[src/rtl/regfile_sb_pkg.sv]
`default_nettype none
// +----------------------------------------------------------------------+
// | Module : regfile_sb_pkg                                              |
// | Brief  : Shared CPU constants for the register file / scoreboard     |
// |          (default data width, address width, hard-wired zero reg).   |
// | Rev    : 1.0  initial release                                        |
// +----------------------------------------------------------------------+
package regfile_sb_pkg;

  // Architectural defaults, also used by the single-cycle datapath
  localparam int c_DATA_W   = 32;
  localparam int c_ADDR_W   = 5;
  localparam int c_ZERO_REG = 1;

  // Number of architectural registers addressable with a given width
  function automatic int nregs(input int addr_w);
    return 1 << addr_w;
  endfunction

endpackage : regfile_sb_pkg
`default_nettype wire

[src/rtl/regfile_sb_if.sv]
`default_nettype none
// +----------------------------------------------------------------------+
// | Module : regfile_sb_if                                               |
// | Brief  : Bus bundle for the register file: two read ports with busy  |
// |          flags, one writeback port and one issue (reserve) port.     |
// | Rev    : 1.0  initial release                                        |
// +----------------------------------------------------------------------+
interface regfile_sb_if
  import regfile_sb_pkg::*;
#(
  parameter int DATA_W = c_DATA_W,
  parameter int ADDR_W = c_ADDR_W
) ();

  logic [ADDR_W-1:0] rs;
  logic [ADDR_W-1:0] rt;
  logic [DATA_W-1:0] rs_data;
  logic [DATA_W-1:0] rt_data;
  logic              rs_busy;
  logic              rt_busy;
  logic              write;
  logic [ADDR_W-1:0] rd;
  logic [DATA_W-1:0] input_data;
  logic              issue;
  logic [ADDR_W-1:0] issue_rd;

  // Pipeline side: supplies addresses / writeback / issue, consumes reads
  modport master (
    output rs, rt, write, rd, input_data, issue, issue_rd,
    input  rs_data, rt_data, rs_busy, rt_busy
  );

  // Register file side
  modport slave (
    input  rs, rt, write, rd, input_data, issue, issue_rd,
    output rs_data, rt_data, rs_busy, rt_busy
  );

endinterface : regfile_sb_if
`default_nettype wire

[src/rtl/regfile_sb_rdport.sv]
`default_nettype none
// +----------------------------------------------------------------------+
// | Module : regfile_rdport                                              |
// | Brief  : One combinational read port: selects a register and its     |
// |          busy bit, with write-through bypass and zero-reg handling.  |
// | Rev    : 1.0  initial release                                        |
// +----------------------------------------------------------------------+
module regfile_rdport
  import regfile_sb_pkg::*;
#(
  parameter int DATA_W   = c_DATA_W,
  parameter int ADDR_W   = c_ADDR_W,
  parameter int ZERO_REG = c_ZERO_REG
) (
  input  wire logic                                i_rst_n,
  input  wire logic [ADDR_W-1:0]                   i_addr,
  input  wire logic [(2**ADDR_W)-1:0][DATA_W-1:0]  i_regs,
  input  wire logic [(2**ADDR_W)-1:0]              i_busy,
  input  wire logic                                i_wr_en,
  input  wire logic [ADDR_W-1:0]                   i_wr_addr,
  input  wire logic [DATA_W-1:0]                   i_wr_data,
  output logic      [DATA_W-1:0]                   o_data,
  output logic                                     o_busy
);

  logic w_zero_hit;
  logic w_bypass_hit;

  // i_wr_en is already qualified against the zero register by the parent
  assign w_zero_hit   = (ZERO_REG != 0) && (i_addr == '0);
  assign w_bypass_hit = i_wr_en && (i_wr_addr == i_addr);

  // Priority: reset blanks everything, then the zero register, then the
  // in-flight writeback (which also retires the pending producer), then
  // stored state.
  always_comb begin
    o_data = '0;
    o_busy = 1'b0;
    if (!i_rst_n || w_zero_hit) begin
      o_data = '0;
      o_busy = 1'b0;
    end else if (w_bypass_hit) begin
      o_data = i_wr_data;
      o_busy = 1'b0;
    end else begin
      o_data = i_regs[i_addr];
      o_busy = i_busy[i_addr];
    end
  end

endmodule : regfile_rdport
`default_nettype wire

[src/rtl/regfile_sb.sv]
`default_nettype none
// +----------------------------------------------------------------------+
// | Module : regfile_sb                                                  |
// | Brief  : 2-read / 1-write register file with a per-register busy     |
// |          scoreboard, write-through bypass and optional zero register.|
// | Rev    : 1.0  initial release                                        |
// +----------------------------------------------------------------------+
module regfile_sb
  import regfile_sb_pkg::*;
#(
  parameter int DATA_W   = c_DATA_W,
  parameter int ADDR_W   = c_ADDR_W,
  parameter int ZERO_REG = c_ZERO_REG
) (
  input wire logic     clk,
  input wire logic     rst,    // asynchronous, active-low
  regfile_sb_if.slave  bus
);

  localparam int c_NREGS = 2**ADDR_W;

  logic [c_NREGS-1:0][DATA_W-1:0] r_regs;
  logic [c_NREGS-1:0]             r_busy;

  logic              w_wr_en;
  logic              w_iss_en;
  logic [DATA_W-1:0] w_rs_data;
  logic [DATA_W-1:0] w_rt_data;
  logic              w_rs_busy;
  logic              w_rt_busy;

  // Writes and issues aimed at a hard-wired zero register are dropped here,
  // so neither storage nor bypass ever sees them.
  assign w_wr_en  = bus.write && !((ZERO_REG != 0) && (bus.rd == '0));
  assign w_iss_en = bus.issue && !((ZERO_REG != 0) && (bus.issue_rd == '0));

  // Storage and scoreboard update; an issue beats a writeback to the same
  // register because the newly issued producer has not produced yet.
  always_ff @(posedge clk or negedge rst) begin
    if (!rst) begin
      r_regs <= '0;
      r_busy <= '0;
    end else begin
      for (int i = 0; i < c_NREGS; i++) begin
        if (w_wr_en && (bus.rd == ADDR_W'(i))) begin
          r_regs[i] <= bus.input_data;
        end
        if (w_iss_en && (bus.issue_rd == ADDR_W'(i))) begin
          r_busy[i] <= 1'b1;
        end else if (w_wr_en && (bus.rd == ADDR_W'(i))) begin
          r_busy[i] <= 1'b0;
        end
      end
    end
  end

  regfile_rdport #(
    .DATA_W   (DATA_W),
    .ADDR_W   (ADDR_W),
    .ZERO_REG (ZERO_REG)
  ) u_rdport_rs (
    .i_rst_n   (rst),
    .i_addr    (bus.rs),
    .i_regs    (r_regs),
    .i_busy    (r_busy),
    .i_wr_en   (w_wr_en),
    .i_wr_addr (bus.rd),
    .i_wr_data (bus.input_data),
    .o_data    (w_rs_data),
    .o_busy    (w_rs_busy)
  );

  regfile_rdport #(
    .DATA_W   (DATA_W),
    .ADDR_W   (ADDR_W),
    .ZERO_REG (ZERO_REG)
  ) u_rdport_rt (
    .i_rst_n   (rst),
    .i_addr    (bus.rt),
    .i_regs    (r_regs),
    .i_busy    (r_busy),
    .i_wr_en   (w_wr_en),
    .i_wr_addr (bus.rd),
    .i_wr_data (bus.input_data),
    .o_data    (w_rt_data),
    .o_busy    (w_rt_busy)
  );

  assign bus.rs_data = w_rs_data;
  assign bus.rt_data = w_rt_data;
  assign bus.rs_busy = w_rs_busy;
  assign bus.rt_busy = w_rt_busy;

endmodule : regfile_sb
`default_nettype wire

[src/flat_wrapper.sv]
// flat-port wrapper written by rule: the top's interface ports become plain ports
module regfile_sb_flat import regfile_sb_pkg::*;
#(
  parameter int DATA_W   = c_DATA_W,
  parameter int ADDR_W   = c_ADDR_W,
  parameter int ZERO_REG = c_ZERO_REG
)
  (clk, rst, bus_rs, bus_rt, bus_write, bus_rd, bus_input_data, bus_issue, bus_issue_rd, bus_rs_data, bus_rt_data, bus_rs_busy, bus_rt_busy);
  regfile_sb_if #(.DATA_W(DATA_W), .ADDR_W(ADDR_W)) bus_i ();
  input wire logic clk;
  input wire logic rst;
  input wire logic [$bits(bus_i.rs)-1:0] bus_rs;
  input wire logic [$bits(bus_i.rt)-1:0] bus_rt;
  input wire logic [$bits(bus_i.write)-1:0] bus_write;
  input wire logic [$bits(bus_i.rd)-1:0] bus_rd;
  input wire logic [$bits(bus_i.input_data)-1:0] bus_input_data;
  input wire logic [$bits(bus_i.issue)-1:0] bus_issue;
  input wire logic [$bits(bus_i.issue_rd)-1:0] bus_issue_rd;
  output wire logic [$bits(bus_i.rs_data)-1:0] bus_rs_data;
  output wire logic [$bits(bus_i.rt_data)-1:0] bus_rt_data;
  output wire logic [$bits(bus_i.rs_busy)-1:0] bus_rs_busy;
  output wire logic [$bits(bus_i.rt_busy)-1:0] bus_rt_busy;
  assign bus_i.rs = bus_rs;
  assign bus_i.rt = bus_rt;
  assign bus_i.write = bus_write;
  assign bus_i.rd = bus_rd;
  assign bus_i.input_data = bus_input_data;
  assign bus_i.issue = bus_issue;
  assign bus_i.issue_rd = bus_issue_rd;
  assign bus_rs_data = bus_i.rs_data;
  assign bus_rt_data = bus_i.rt_data;
  assign bus_rs_busy = bus_i.rs_busy;
  assign bus_rt_busy = bus_i.rt_busy;
  regfile_sb #(.DATA_W(DATA_W), .ADDR_W(ADDR_W), .ZERO_REG(ZERO_REG)) u_core (.clk(clk), .rst(rst), .bus(bus_i));
endmodule
[config.mk]
export PLATFORM = sky130hd
export DESIGN_NAME = regfile_sb_flat
export DESIGN_NICKNAME = d
export VERILOG_FILES = /design/src/rtl/regfile_sb_pkg.sv /design/src/rtl/regfile_sb_if.sv /design/src/rtl/regfile_sb_rdport.sv /design/src/rtl/regfile_sb.sv /design/src/flat_wrapper.sv
export SDC_FILE = /design/constraint.sdc
export NUM_CORES = 2
export LEC_CHECK = 0
export ABC_AREA = 0
export CORE_AREA = 8 8 449 319
export DETAILED_ROUTE_END_ITERATION = 10
export DIE_AREA = 0 0 457 327
export GPL_TIMING_DRIVEN = 0
export SYNTH_ARGS = -nofsm -noshare
export SYNTH_HDL_FRONTEND = slang
export SYNTH_SLANG_ARGS = --single-unit
[constraint.sdc]
create_clock -name clk -period 2.1 [get_ports clk]
set_input_delay 0.21 -clock clk [delete_from_list [all_inputs] [get_ports clk]]
set_output_delay 0.21 -clock clk [all_outputs]
set_load 0.005 [all_outputs]
Yosys cells after proc, flatten, opt, wreduce, memory -nomap -nowiden --
Cells that the tools add are included.
Cells by class: magnitude comparators 2, eq/ne operators 64, muxes and demuxes 80, reduce and logical (&&, ||, !) cells 109
Operator list (count):
- binary-select mux 32 bit (select 5 bit) | 2
- 2-to-1 mux 32 bit | 6
- == test 5 bit (second input constant) | 32
- == test 5 x 4 -> 1 bit (second input constant) | 16
- 2-to-1 mux 1 bit | 70
- logical AND 1 bit | 68
- nonzero test 2 bit | 32
- == test 5 x 3 -> 1 bit (second input constant) | 8
- == test 5 x 2 -> 1 bit (second input constant) | 4
- zero test 5 bit | 4
- < comparator 5 x 6 -> 1 bit (second input constant) | 2
- binary-select mux 1 bit (select 5 bit) | 2
- == test 5 x 1 -> 1 bit (second input constant) | 2
- == test 5 bit | 2
- zero test 1 bit | 3
- logical OR 1 bit | 2
Storage, ports and cells: register bits after elaboration 1056

Logic depth before layout (Yosys ltp) --
depth after elaboration 6, mapped depth 10

Cells and area by module --
Synthesis repeated with hierarchy kept, for this count alone.
Unflattened totals: cell total of the unflattened synthesis 4266, area, all modules 57421.3 sq um
By module, submodules not included:
- regfile_sb | instances 1, cells an instance 2400, area each 39556.7 sq um, sequential area each 26425.3 sq um
- regfile_rdport | instances 2, cells an instance 933, area each 8932.3 sq um, sequential area each 0.0 sq um

Worst setup path after synthesis --
No wires, ideal clock.
path kind input-to-output, from input bus_rs[0], to output bus_rs_data[11], data arrival time 1.914 ns, data required time 1.890 ns, slack -0.024 ns, stages 6, path buffers 2, cells stage by stage buf_2 buf_2 mux4_2 a221oi_1 o21ai_0 a32o_1
On the way: longest elaborated chain between the ends 4, elaborated cells between the ends (all ways) 8, those cells by class eq/ne (1); mux (4); reduce/logical (3)
RTL lines:
- start, declared | line flat_wrapper.sv:12 | input wire logic [$bits(bus_i.rs)-1:0] bus_rs;
- binary-select mux 32 bit (select 5 bit) or == test 5 bit (tied branches) | line regfile_sb_rdport.sv:46, regfile_sb_rdport.sv:31
- 2-to-1 mux 32 bit (implied by the code) or logical AND 1 bit (tied branches) | line regfile_sb_rdport.sv:46, regfile_sb_rdport.sv:31
- 2-to-1 mux 32 bit | line regfile_sb_rdport.sv:42 | end else if (w_bypass_hit) begin
- 2-to-1 mux 32 bit * | line regfile_sb_rdport.sv:39 | if (!i_rst_n || w_zero_hit) begin
- end, declared | line flat_wrapper.sv:19 | output wire logic [$bits(bus_i.rs_data)-1:0] bus_rs_data;
Every way passes the cells marked *; elsewhere a longest branch is shown, timed or not. The select of a mux whose other input is x is not followed.

Worst setup path in the final report --
from register u_core.r_regs[962] in the netlist's numbering, to output bus_rs_data[2]
On the way: longest elaborated chain between the ends 4
RTL lines:
- start, declared | line regfile_sb.sv:22 | logic [c_NREGS-1:0][DATA_W-1:0] r_regs;
- start signal, assigned by index | line regfile_sb.sv:46 | r_regs[i] <= bus.input_data;
- binary-select mux 32 bit (select 5 bit) | line regfile_sb_rdport.sv:46 | o_data = i_regs[i_addr];
- 2-to-1 mux 32 bit (implied by the code) | line regfile_sb_rdport.sv:46
- 2-to-1 mux 32 bit | line regfile_sb_rdport.sv:42
- 2-to-1 mux 32 bit | line regfile_sb_rdport.sv:39
Every way passes these cells. The select of a mux whose other input is x is not followed.

==> impl_metrics.tcl <==
set metrics [dict create \
    fp.dieH_um 327 \
    cts_tree "yes" \
    die_area_um2 149400 \
    area_growth_pct 19.19 \
    combPwrFrac_pct 23.0 \
    critPathKind "flop to output pin" \
    clock_latency_ns 0.74 \
    drt_wl_total_um 245700 \
    grt_usage_pct 31.86 \
    path_cells "mux4_2 -> a22o_4 -> a31oi_4 -> o211ai_1 -> a22o_2 -> buf_6" \
    slew_headroom_pct 2.218 \
    synthCells 4151 \
    grt_pass1_vias 42170 \
    drtAntennaViolNets 0 \
    drv_cap 0 \
    grt_overflow 0 \
    worst_path_largest_cell_delay_ns 0.48 \
    finalHoldViolCount 0 \
    startpoint_type "flop" \
    fin_area_um2 67700 \
    synth-edff-count 0 \
    mostFrequentLayoutCell "dfrtp_1" \
    core_area_um2 136600 \
    min_period_over_period_pct 136.4 \
    min_path_type "input port to async pin" \
    gp_congestion 1.011 \
    htreeDepth 3 \
    nNetsFinal 4584 \
    final_cell_mix "1056 x dfrtp_1, 994 x mux2_2, 426 x mux2i_1" \
    fin_ws_ns -0.7634 \
    crit_slowest_cell "mux4_2" \
    cts_num_sinks 1056 \
    yosys.area.top_type "dfrtp_1" \
    switching_share_pct 29.79 \
    yosysTopAreaCellShare_pct 46.52 \
    placed_area_um2 60470 \
    period_needed_ns 2.863 \
    ys.warnings.count 0 \
    grt_max_degree 162 \
    die_w_um 457 \
    ys_seq_area_share_pct 46.52 \
    antenna_found_initial 15 \
    peakVddDrop_v 0.0007190 \
    powerDensity_nw_per_um2 909.8 \
    internal_power_w 0.04325 \
    ys_ff_latch 1056 \
    violations "negative setup slack" \
    outcome "complete, but fails checks" \
    crit_arrival_ns 2.65 \
    portBuffers 113 \
    whs_ns 0.06245 \
    power_switching_w 0.01835 \
    multi_input_area_um2 29250 \
    p_leak_nw 29.87 \
    final_layout_size_suffix_gt1_share_pct 48.06 \
    clockRootBuffer "clkbuf_16" \
    max-clock-path-buffers 3 \
    synth_area_leaders "dfrtp_1 47%, mux2_2 20%, mux4_2 13%" \
    rsz0062_at_grt "true" \
    drv_slew 0 \
    final-seq-area_um2 26430 \
    io-pin-count 122 \
    clkPwrFrac_pct 32.8 \
    clock_skew_ns 0 \
    wl_per_cell_um 38.36 \
    syn_area_um2 56800 \
    grt_pass1_wl_um 337100 \
    synth_cell_type_count 50 \
    clk_pin_slew_worst_paths_ns 0.07 \
    setup_viol 222 \
    num_rows 114 \
    num_vias 42970 \
    viasPerCell 6.709 \
    max_freq_ghz 0.3492 \
    critPathMaxFanout 3 \
    start_util_pct 41.57 \
    ys_async_sr_fraction_pct 100.0 \
    drc_errors 0 \
    crit_path_end_kind "output pin" \
    synth_area_per_cell_um2 13.68 \
    dr.pass1.iters 5 \
    seq_power_share_pct 44.2 \
    syn_nets 4207 \
    dpl.hpwl_um 167200 \
    numCtsBuffers 109 \
    nFillCells 11880 \
    drtIter0Drc 5957 \
    worst_pin_slew_ns 1.467 \
    synth-main-ff-cell "dfrtp_1" \
    required_ns 1.89 \
]
==> power groups by stage <==
stage                     logic [W]  clock network [W]  registers (W)
after CTS                    0.0137             0.0203         0.0270
after floorplan             0.00888                  0         0.0264
final                        0.0142             0.0202         0.0272
after detailed placement     0.0126                  0         0.0274
after global placement       0.0120                  0         0.0274
after global routing         0.0148             0.0211         0.0276
==> timing repair <==
action / CTS / global route
resized for setup: 975 / 83
endpoints found under the hold margin: 755 / 0
setup buffers: 100 / 13
pin swaps: 175 / 96
cloned: 11 / 3
hold buffers: 20 / 0
setup endpoints to repair: 1028 / 375
==> cell usage after synthesis (3+ instances only) <==
master    number
mux2i_1      428
nor2_1        86
nand4b_1       3
o21ai_0      104
o22ai_1       35
nand2_1       50
nand3_1      120
a221oi_1      39
buf_1         51
a22o_1        42
buf_6         12
mux4_2       323
nor2b_1       14
buf_4         10
a22oi_1      200
nand2b_1       3
inv_1          7
dfrtp_1     1056
a21oi_1       31
nand3b_1       5
a32o_1        35
or2_2          3
nor3b_1        6
clkbuf_1     244
buf_2        150
mux2_2       994
xnor2_1        8
nor3_1         6
nand4_1       29
o211ai_1      33
==> routing by layer <==
layer	up-vias	part of all wire, %	global-route usage [%]
met5	-	0.22	2.659
met4	15	5.1	13.79
met3	635	14	14.51
met2	2829	40	42.47
met1	22810	41	44.11
li1	16690	-	-
==> worst max-delay path: cells and delay by family, from the launching register on <==
| kind | cells | cell delay [ns] |
|---|---|---|
| AOI/OAI and AO/OA | 4 | 0.90 |
| buffers and inverters | 1 | 0.14 |
| muxes | 1 | 0.48 |
| DFF | 1 | 0.39 |
==> sequential cells by signal, indices dropped and copies added, names as in the netlist <==
name,cells
u_core.r_regs,1024
u_core.r_busy,32
==> through the flow <==
| stage | std cells | total power, W | setup TNS (ns) | utilization, % | worst slack [ns] |
|---|---|---|---|---|---|
| after global routing | 6403 | 0.06359 | -38.81 | 49.54 | -0.8646 |
| final | 6405 | 0.06160 | -48.42 | 49.55 | -0.7634 |
| after global placement | 6062 | 0.03936 | - | 44.05 | -49.12 |
| after floorplan | 4151 | 0.03529 | 0 | - | 0.003834 |
| after detailed placement | 6073 | 0.03999 | -1529.57 | 44.26 | -3.376 |
| after CTS | 6385 | 0.06099 | -89.19 | 49.22 | -0.8155 |
==> final cells by class <==
cell class / count / area share, %
clock inverters: 29 / 0.5932
multi-input cells: 2620 / 43.20
inverters: 8 / 0.05175
plain buffers: 462 / 4.761
repair buffers: 271 / 4.326
clock buffers: 157 / 4.698
well taps: 1798 / 3.323
diodes: 4 / 0.01478
flip-flops and latches: 1056 / 39.03
==> logic make-up (layout without fill, tap and decap cells) <==
logic type	Yosys count	count (layout)	synth area share, %
xor+xnor	10	10	0.1542
other cells	0	4	0
compound gates	526	526	6.637
flops	1056	1056	46.52
simple gates	339	339	2.939
buf+inv	475	927	3.694
mux	1745	1745	40.05
==> final timing paths <==
| path | start | endpoint | slack, ns | cells past startpoint |
|---|---|---|---|---|
| max in group asynchronous | rst | u_core.r_regs[431]$_DFFE_PN0P_ | 0.30 | 7 |
| max reg2reg | u_core.r_regs[743]$_DFFE_PN0P_ | u_core.r_regs[743]$_DFFE_PN0P_ | 0.99 | 4 |
| max | u_core.r_regs[962]$_DFFE_PN0P_ | bus_rs_data[2] | -0.76 | 6 |
| min | rst | u_core.r_regs[554]$_DFFE_PN0P_ | 0.06 | 6 |
| min in group clk | bus_rd[2] | u_core.r_regs[224]$_DFFE_PN0P_ | 0.20 | 4 |
| min reg2reg | u_core.r_regs[11]$_DFFE_PN0P_ | u_core.r_regs[11]$_DFFE_PN0P_ | 0.48 | 1 |
No activity file was read; power rests on OpenSTA's default activity.
